**src/rtl/bow_pkg.sv**
```systemverilog
// rtl/bow_pkg.sv - shared types, constants and helpers for the BoW receive link
package bow_pkg;

  localparam int BOW_WORD_W = 16;

  // bit n set means a lane width of n bits divides the word evenly into beats
  localparam logic [BOW_WORD_W:0] LANE_W_LEGAL = 17'h10116;

  typedef enum logic [1:0] {
    APB_IDLE   = 2'd0,
    APB_SETUP  = 2'd1,
    APB_ACCESS = 2'd2
  } apb_state_e;

  function automatic int beats(input int lane_w);
    return BOW_WORD_W / lane_w;
  endfunction

endpackage

```
**src/rtl/bow_sync_fifo.sv**
```systemverilog
// rtl/bow_sync_fifo.sv - DEPTH-entry synchronous FIFO of {aux, fec, data} words
// peek_data exposes the entry behind the head so a reader can chain pops without a bubble.
module bow_sync_fifo #(
  parameter int DEPTH = 4,
  parameter int W     = 18
) (
  input  logic                   clk,
  input  logic                   rst,
  input  logic                   wr_en,
  input  logic [W-1:0]           wr_data,
  input  logic                   rd_en,
  output logic [W-1:0]           rd_data,
  output logic [W-1:0]           peek_data,
  output logic                   full,
  output logic                   empty,
  output logic [$clog2(DEPTH):0] count
);

  localparam int PTR_W = $clog2(DEPTH);

  logic [W-1:0]     mem_q [DEPTH];
  logic [W-1:0]     mem_d [DEPTH];
  logic [PTR_W-1:0] wr_ptr_q, wr_ptr_d;
  logic [PTR_W-1:0] rd_ptr_q, rd_ptr_d;
  logic [PTR_W:0]   count_q, count_d;

  always_comb begin
    mem_d    = mem_q;
    wr_ptr_d = wr_ptr_q;
    rd_ptr_d = rd_ptr_q;
    if (wr_en) begin
      mem_d[wr_ptr_q] = wr_data;
      wr_ptr_d        = wr_ptr_q + PTR_W'(1);
    end
    if (rd_en) begin
      rd_ptr_d = rd_ptr_q + PTR_W'(1);
    end
    count_d = count_q + (PTR_W+1)'(wr_en) - (PTR_W+1)'(rd_en);
  end

  always_ff @(posedge clk) begin
    mem_q <= mem_d;
    if (rst) begin
      wr_ptr_q <= '0;
      rd_ptr_q <= '0;
      count_q  <= '0;
    end else begin
      wr_ptr_q <= wr_ptr_d;
      rd_ptr_q <= rd_ptr_d;
      count_q  <= count_d;
    end
  end

  assign rd_data   = mem_q[rd_ptr_q];
  assign peek_data = mem_q[rd_ptr_q + PTR_W'(1)];
  assign full      = (count_q == (PTR_W+1)'(DEPTH));
  assign empty     = (count_q == '0);
  assign count     = count_q;

endmodule

```
**src/rtl/bow_rx_link.sv**
```systemverilog
// rtl/bow_rx_link.sv - BoW receive link: beat assembly, word FIFO and APB write master
// Define BOW_RX_PARITY_EN to treat lane_fec as even parity and expose par_err_cnt.
module bow_rx_link #(
  parameter int LANE_W = 4,
  parameter int DEPTH  = 4
) (
  input  logic              pclk,
  input  logic              preset,
  input  logic [LANE_W-1:0] lane_data,
  input  logic              lane_fec,
  input  logic              lane_aux,
  input  logic              lane_valid,
  input  logic              lane_sof,
  output logic              rx_ready,
  output logic              psel,
  output logic              penable,
  output logic              pwrite,
  output logic [15:0]       pwdata,
  output logic              pfec,
  output logic              paux,
  input  logic              pready,
`ifdef BOW_RX_PARITY_EN
  output logic [7:0]        par_err_cnt,
`endif
  output logic              ovf_err
);
  import bow_pkg::*;

  localparam int BEATS = beats(LANE_W);
  localparam int CNT_W = $clog2(BEATS + 1);
  localparam int OCC_W = $clog2(DEPTH) + 1;
  localparam int FW    = BOW_WORD_W + 2;

  if (!LANE_W_LEGAL[LANE_W]) begin : g_bad_lane_w
    $error("bow_rx_link: LANE_W must be 1, 2, 4, 8 or 16");
  end

  logic [CNT_W-1:0]      cnt_q, cnt_d;
  logic [BOW_WORD_W-1:0] asm_q, asm_d;
  logic                  fec_q, fec_d, aux_q, aux_d;
  logic                  word_done, push, push_ok, pop, more;
  logic [FW-1:0]         word, head, peek, nxt_word;
  logic                  full, empty;
  logic [OCC_W-1:0]      occ, occ_next;
  logic                  ovf_q, ovf_d, rx_ready_q, rx_ready_d;
  apb_state_e            state_q;
  logic                  psel_q, penable_q, pwrite_q;
  logic [FW-1:0]         pword_q;

  // cnt_q = 0 means no word is open; otherwise it is the index of the next slice
  always_comb begin
    cnt_d     = cnt_q;
    asm_d     = asm_q;
    fec_d     = fec_q;
    aux_d     = aux_q;
    word_done = 1'b0;
    if (lane_valid && lane_sof) begin
      asm_d[LANE_W-1:0] = lane_data;
      fec_d             = lane_fec;
      aux_d             = lane_aux;
      cnt_d             = CNT_W'(1);
      if (BEATS == 1) begin
        word_done = 1'b1;
        cnt_d     = '0;
      end
    end else if (lane_valid && cnt_q != '0) begin
      asm_d[int'(cnt_q) * LANE_W +: LANE_W] = lane_data;
      if (int'(cnt_q) == BEATS - 1) begin
        word_done = 1'b1;
        cnt_d     = '0;
      end else begin
        cnt_d = cnt_q + CNT_W'(1);
      end
    end
    word = {aux_d, fec_d, asm_d};
  end

`ifdef BOW_RX_PARITY_EN
  logic       par_ok;
  logic [7:0] par_cnt_q, par_cnt_d;

  assign par_ok = ~^word[BOW_WORD_W:0];
  assign push   = word_done & par_ok;

  always_comb begin
    par_cnt_d = par_cnt_q;
    if (word_done && !par_ok && par_cnt_q != 8'hFF) begin
      par_cnt_d = par_cnt_q + 8'd1;
    end
  end

  always_ff @(posedge pclk) begin
    if (preset) par_cnt_q <= '0;
    else        par_cnt_q <= par_cnt_d;
  end

  assign par_err_cnt = par_cnt_q;
  assign pfec        = 1'b0;
`else
  assign push = word_done;
  assign pfec = pword_q[BOW_WORD_W];
`endif

  assign pop     = (state_q == APB_ACCESS) && pready;
  // a pop in the same cycle frees the slot, so a full FIFO still accepts the word
  assign push_ok = push && (!full || pop);

  bow_sync_fifo #(.DEPTH(DEPTH), .W(FW)) u_fifo (
    .clk       (pclk),
    .rst       (preset),
    .wr_en     (push_ok),
    .wr_data   (word),
    .rd_en     (pop),
    .rd_data   (head),
    .peek_data (peek),
    .full      (full),
    .empty     (empty),
    .count     (occ)
  );

  always_comb begin
    ovf_d      = ovf_q | (push & full & ~pop);
    occ_next   = occ + OCC_W'(push_ok) - OCC_W'(pop);
    rx_ready_d = (occ_next <= OCC_W'(DEPTH - 2));
    more       = (occ > OCC_W'(1)) || push_ok;
    nxt_word   = (occ > OCC_W'(1)) ? peek : word;
  end

  always_ff @(posedge pclk) begin
    if (preset) begin
      cnt_q      <= '0;
      asm_q      <= '0;
      fec_q      <= 1'b0;
      aux_q      <= 1'b0;
      ovf_q      <= 1'b0;
      rx_ready_q <= 1'b1;
    end else begin
      cnt_q      <= cnt_d;
      asm_q      <= asm_d;
      fec_q      <= fec_d;
      aux_q      <= aux_d;
      ovf_q      <= ovf_d;
      rx_ready_q <= rx_ready_d;
    end
  end

  always_ff @(posedge pclk) begin
    if (preset) begin
      state_q   <= APB_IDLE;
      psel_q    <= 1'b0;
      penable_q <= 1'b0;
      pwrite_q  <= 1'b0;
      pword_q   <= '0;
    end else begin
      case (state_q)
        APB_IDLE: begin
          if (!empty) begin
            state_q  <= APB_SETUP;
            psel_q   <= 1'b1;
            pwrite_q <= 1'b1;
            pword_q  <= head;
          end
        end
        APB_SETUP: begin
          state_q   <= APB_ACCESS;
          penable_q <= 1'b1;
        end
        APB_ACCESS: begin
          if (pready) begin
            penable_q <= 1'b0;
            if (more) begin
              state_q <= APB_SETUP;
              pword_q <= nxt_word;
            end else begin
              state_q  <= APB_IDLE;
              psel_q   <= 1'b0;
              pwrite_q <= 1'b0;
            end
          end
        end
        default: begin
          state_q   <= APB_IDLE;
          psel_q    <= 1'b0;
          penable_q <= 1'b0;
          pwrite_q  <= 1'b0;
        end
      endcase
    end
  end

  assign rx_ready = rx_ready_q;
  assign psel     = psel_q;
  assign penable  = penable_q;
  assign pwrite   = pwrite_q;
  assign pwdata   = pword_q[BOW_WORD_W-1:0];
  assign paux     = pword_q[FW-1];
  assign ovf_err  = ovf_q;

endmodule

```
**config.mk**
```make
export PLATFORM = sky130hd
export DESIGN_NAME = bow_rx_link
export DESIGN_NICKNAME = d
export VERILOG_FILES = /design/src/rtl/bow_pkg.sv /design/src/rtl/bow_sync_fifo.sv /design/src/rtl/bow_rx_link.sv
export SDC_FILE = /design/constraint.sdc
export NUM_CORES = 1
export LEC_CHECK = 0
export CAP_MARGIN = 20
export CORE_ASPECT_RATIO = 1.2
export CORE_MARGIN = 3
export CORE_UTILIZATION = 40
export DETAILED_ROUTE_END_ITERATION = 10
export PLACE_DENSITY_LB_ADDON = 0.08
export SLEW_MARGIN = 20
export SYNTH_ARGS = -nofsm -noshare
export SYNTH_HDL_FRONTEND = slang
export SYNTH_HIERARCHICAL = 1
export SYNTH_SLANG_ARGS = --single-unit
```
**constraint.sdc**
```tcl
create_clock -name pclk -period 8.5 [get_ports pclk]
set_clock_uncertainty 0.2 [all_clocks]
set_input_delay 2.55 -clock pclk [delete_from_list [all_inputs] [get_ports pclk]]
set_output_delay 2.55 -clock pclk [all_outputs]
set_load 0.01 [all_outputs]
```
==> metrics.csv <==
stage,metric,value,unit
sta,final setup TNS,0,ns
clock_tree,CTS tree,yes,
die,Die Width,116,µm
clock_tree,Post-CTS Setup Bufs,0,
die,initial core utilization,0.414,
drt,Final ANT Viol Nets,0,
yosys,Async SR Flop Fraction,0,
yosys,"FF+latch count, synth",124,
sta,relative slew slack,0.239,
yosys,YS warnings,6,
drt,vias per inst,5.49,
flow_run,Max Cap Viol,0,
die,core area,0.0140,mm²
grt,vias in the first global route,3592,
worst_setup_path,CP arrival,5.01,ns
clock_tree,latest clock arrival within the worst-skew pair,0.41,ns
clock_tree,CTS buffer count,17,
power_and_ir_drop,Leakage,2.45,nW
drt,detailed router's first-iteration violation count,153,
cells_and_area,"most common cell after layout, fill and taps aside",edfxtp_1,
cells_and_area,nets,476,
yosys,sequential element share of the synthesized area,0.553,
die,Die Area,0.0160,mm²
sta,final setup violating endpoints,0,
grt,total track usage,0.167,
worst_hold_path,min-delay worst type,flip-flop to flip-flop,
yosys,Syn Inst Count,423,
die,row cnt,47,
worst_setup_path,Setup crit end kind,flip-flop,
drt,drt wl/cell,19.4,µm
yosys,Synth Area in Simple Gates,0.0855,
grt,first-pass GRT wire length,19400,µm
cells_and_area,most frequent cells in the layout,"edfxtp_1 (72), dfxtp_1 (51), nor2_1 (42), mux4_2 (36), clkdlybuf4s50_1 (32)",
yosys,combinational family with the most area after synthesis,multiplexers,
power_and_ir_drop,maximum vdd drop,0.123,mV
clock_tree,clock tree sinks,124,
clock_tree,root buf cell,clkbuf_16,
yosys,adder-cell area share of the yosys netlist,0.0328,
yosys,"EDFF count, synth",72,
grt,overall overflow remaining after global route,0,
die,Die H,138,µm
grt,number of antenna violations at the first check in global routing,0,
yosys,xor-xnor portion of the synthesized cell area,0.00843,
sta,Final Cycle Share,0.610,
worst_setup_path,CP Class,input pin to flip-flop,
worst_setup_path,CP required,8.32,ns
worst_setup_path,crit-path max FO,18,
drt,drt pass-1 iters,4,
cells_and_area,"Area growth, synth to finish",17.2,%
sta,Worst-Margin Slew,1.14,ns
placed_design,Cells after DPL,603,
power_and_ir_drop,PwrDens,270,mW/mm²
sta,FMAX,193,MHz
clock_tree,Worst-path clk slew,0.05,ns
sta,fin. max-slew vios,0,
placed_design,PortBufs,33,
yosys,mapped cell area,0.00579,mm²
yosys,unique cell type count in the Yosys netlist,44,
sta,unrepaired setup endpoints after global routing,false,
clock_tree,CTS HTree Levels,4,
drt,Post-route DRC,0,
drt,Routed WL,12300,µm
yosys,synthesized area per cell,13.7,µm²
placed_design,GP Congestion,0.769,
cells_and_area,diode count,0,
sta,final period demand of the worst path,5.19,ns
clock_tree,PostCTS Resize Cnt,0,
cells_and_area,layout cell share with drive strength beyond 1,0.203,
worst_setup_path,startpoint types,input pin,
cells_and_area,Post-Layout Cell Count,635,
cells_and_area,number of fill cells,1244,
grt,largest net degree at the start of global routing,53,
clock_tree,maximum clock insertion buffer count,2,
placed_design,hpwl dp,7820,µm
die,Top Ports,34,
clock_tree,cts hold-fix bufs,0,
yosys,Main synth FF type,edfxtp_1,
yosys,Compound-Gate Fraction of Synth Area,0.0970,
yosys,Syn Nets,448,
drt,routed via count,3486,
run_status,status,"finished, final reports clean",
sta,endpoints failing hold,0,
yosys,multiplexer area fraction after synthesis,0.176,
## power by group
group	switching (W)	internal, W
Sequential	0.0000323	0.000680
Combinational	0.000222	0.000183
Clock	0.000245	0.000469
Total	0.000500	0.00133
## critical path: stages
cell and delay [ns]:
clkdlybuf4s50_1 0.57, or3b_4 0.45, a211oi_4 0.45, and2_1 0.98
## final timing paths
path	start	to	slack (ns)	cells after the start
worst min-delay path	penable$_SDFFE_PP0P_	penable$_SDFFE_PP0P_	0.29	2
worst max register to register	cnt_q[0]$_SDFFE_PP0P_	u_fifo/mem_q[2]$_DFFE_PP_	5.16	6
worst max-delay path	lane_valid	u_fifo/mem_q[2]$_DFFE_PP_	3.31	4
worst min register to register	penable$_SDFFE_PP0P_	penable$_SDFFE_PP0P_	0.29	2
## kinds of logic after synthesis
group,after synthesis
buf+inv,57
simple gates,101
compound gates,67
mux,56
flops,124
fa+ha+maj,14
xor+xnor,4
## cell type report
type                       count  area [µm²]  area share
clock buffer                  25         507      0.0746
clock inverter                 7        85.1      0.0125
inverter                      30         113      0.0166
multi-input combinational    242        2320       0.341
sequential                   124        3200       0.472
tap                          171         214      0.0315
timing repair buffer          36         350      0.0516
## registers in the layout, summed over array words and instances (netlist names)
register and count:
ovf_err 1, u_fifo/count 3, u_fifo/mem_q 72, aux_q 1, state_q 2, rx_ready 1
u_fifo/rd_ptr_q 2, pword_q 18, u_fifo/wr_ptr_q 2, fec_q 1, penable 1, asm_q 16
pwrite 1, cnt_q 3
## metal layers
| layer | vias to the layer above | share of wire | global-route usage |
|---|---|---|---|
| met1 | 1777 | 0.44 | 0.207 |
| met4 | 0 | 0.020 | 0.0741 |
| met2 | 60 | 0.50 | 0.277 |
| li1 | 1627 | - | - |
| met3 | 22 | 0.037 | 0.0413 |
| met5 | - | 0 | 0 |
## stage by stage
step	area, µm²	worst slack, ns	utilization	hold WS (ns)	total power [W]
after detailed placement	6200	2.88	0.443	0.287	0.00114
after global routing	6790	3.20	0.485	0.301	0.00192
after floorplan	5790	3.99	-	0.245	0.00101
after CTS	6790	3.32	0.485	0.293	0.00186
after global placement	6200	2.95	0.443	0.253	0.00113
final	6790	3.31	0.485	0.286	0.00183
## cell usage after synthesis (3+ instances only)
master,number,area share
edfxtp_1,72,0.37
dfxtp_1,52,0.18
nor2_1,43,0.028
mux4_2,36,0.14
inv_1,30,0.019
nand2_1,21,0.014
o21ai_0,16,0.014
a21o_1,15,0.019
mux2i_1,14,0.024
ha_1,12,0.026
a311oi_2,11,0.029
clkbuf_1,11,0.0071
nor2b_1,11,0.012
nand2b_1,10,0.011
a311oi_1,7,0.011
mux2_2,6,0.012
o211ai_1,6,0.0078
buf_2,5,0.0043
buf_6,5,0.0097
and2_1,4,0.0043
buf_4,4,0.0052
xnor2_1,3,0.0045
No activity file was read; power rests on OpenSTA's default activity.
==> RTL change (same settings) <==
Set the parameter `LANE_W` to 2 (it was 4).
--- a/src/rtl/bow_rx_link.sv
+++ b/src/rtl/bow_rx_link.sv
@@ -1,7 +1,7 @@
 // rtl/bow_rx_link.sv - BoW receive link: beat assembly, word FIFO and APB write master
 // Define BOW_RX_PARITY_EN to treat lane_fec as even parity and expose par_err_cnt.
 module bow_rx_link #(
-  parameter int LANE_W = 4,
+  parameter int LANE_W = 2,
   parameter int DEPTH  = 4
 ) (
   input  logic              pclk,
Interface: changed (resized lane_data); port bits go from 34 to 32. No check against the original RTL was run, so the function may have changed too.
==> RTL change against the original RTL <==
  * Wire length rose by 14%
  * Worst setup slack worse by 77 ps
  * Final area grew 6.2%
  * Sequential cell count up 1
  * Global-route usage grew 0.83 points
  * Register-to-register slack improved by 100 ps
  * Critical path depth unchanged
  * Synthesized area up 7.2%
Power is not compared: it rests on default switching activity, and its combinational part moved more than twofold at a synthesized area within 25%.
==> RTL change: results (changes against the original RTL) <==
The flow ran to the end, and the final reports show no timing, DRC or antenna violations. The critical path's largest stage delay is 900 ps (-80 ps). The final wirelength is 14.0 mm (+14%). The slew at the pin with the worst max-slew slack came to 1010 ps (-131 ps). The fraction of layout cells with a size suffix above 1 came out at 19.6% (-0.68 points).

Ranked by total cell area, the synthesized netlist is headed by edfxtp_1 (35%), dfxtp_1 (17%), mux4_2 (13%), ha_1 (3.0%), nor2_1 (2.2%). Sorting the synthesized cells by how often they occur yields edfxtp_1 (72), dfxtp_1 (53), nor2_1 (37). The multiplexer share of the synthesized area came out at 16.5% (-1.1 points). The fraction of synthesized cell area in xor and xnor cells came out at 1.07% (+0.23 points). The synthesized area divided by synthesized cell count is 12.7 um^2 (-7.5%). The via count of the first global-routing pass came to 4041 (+13%). The first-pass GRT wire length was 22.6 mm (+16%).

The routability-driven placement congestion ratio came out at 0.755 (-1.9%). The number of vias in the routed layout is 3947 (+13%). The internal reg-to-reg setup slack came out at 5260 ps (+100 ps). The placed instance count is 697 (+16%). The part of the Yosys area used for sequential elements came out at 51.9% (-3.4 points).

The half-perimeter wire length after detailed placement came out at 9.24 mm (+18%). The count of buffers from port buffering came out at 31 (-6.1%). The count of cells along the worst register-to-register path came to 4 (-2). The data arrival at the endpoint of the critical path is 5090 ps (+80 ps). The number of filler cells placed in the layout came out at 1391 (+12%). The required time of the critical path came out at 8330 ps (about the same).

The average wire length per cell after detail routing was 19.2 um (-1.2%). The number of detailed-route iterations in the first pass was 5 (+1). The post-synthesis adder-cell area fraction came out at 3.67% (+0.38 points).

The number of nets produced by synthesis is 516 (+15%). The share of cell area taken by multi-input logic gates came out at 37.6% (+3.5 points). The number of inverters outside the clock class in the layout is 23 (-23%). The number of sinks on the clock net came to 125 (+0.81%). The global-route met3 utilization was 3.66% (-0.47 points). The number of violations reported at the end of detailed-routing iteration 0 is 194 (+27%). The pin count of the biggest net entering global routing came to 59 (+11%). The met1 track demand over resource came out at 22.7% (+2.0 points).

The number of different library cells in the post-synthesis netlist is 55 (+25%). The fraction of the mapped netlist area in compound gates was 8.99% (-0.71 points). The number of non-clock buffers in the layout is 36 (unchanged). The clock-cell share of area came out at 8.12% (-0.60 points). The detailed-route wire length on metal 1 is 6.15 mm (+13%). The overall fraction of global-route tracks in use came out at 17.6% (+0.83 points). The clock-pin slew reported for the worst setup and hold paths after clock tree synthesis is 50 ps (about the same). The detailed-routed wire length on met2 was 7.00 mm (+13%).
## RTL change: changes by cell type after synthesis, moves of 7 or more
cell,before,now
nor3_1,2,23
nand2_1,21,34
a21o_1,15,3
nand3_1,0,10
a21oi_1,2,10
inv_1,30,22
nor2b_1,11,19
a311oi_1,7,0
## RTL change: metrics by stage
stage	power [W]	hold WS, ps	worst slack [ps]	area, um^2
floorplan	0.000671	276	3800	6210
global placement	0.000683	263	2840	6610
detailed placement	0.000683	268	2720	6610
CTS	0.00140	281	3150	7200
global route	0.00143	299	3060	7210
finish	0.00139	272	3230	7210
## RTL change: where the power goes
group,internal [W],switching [W],total [W],leakage [nW]
clock network,0.000473,0.000245,0.000718,0.289
logic,0.0000108,0.0000211,0.0000318,1.07
registers,0.000637,0.00000211,0.000639,1.12
total,0.00112,0.000268,0.00139,2.48
## RTL change: cells by family after synthesis
logic type / Yosys count
simple gates: 160
fa+ha+maj: 17
xor+xnor: 6
buf+inv: 55
compound gates: 71
mux: 56
flops: 125
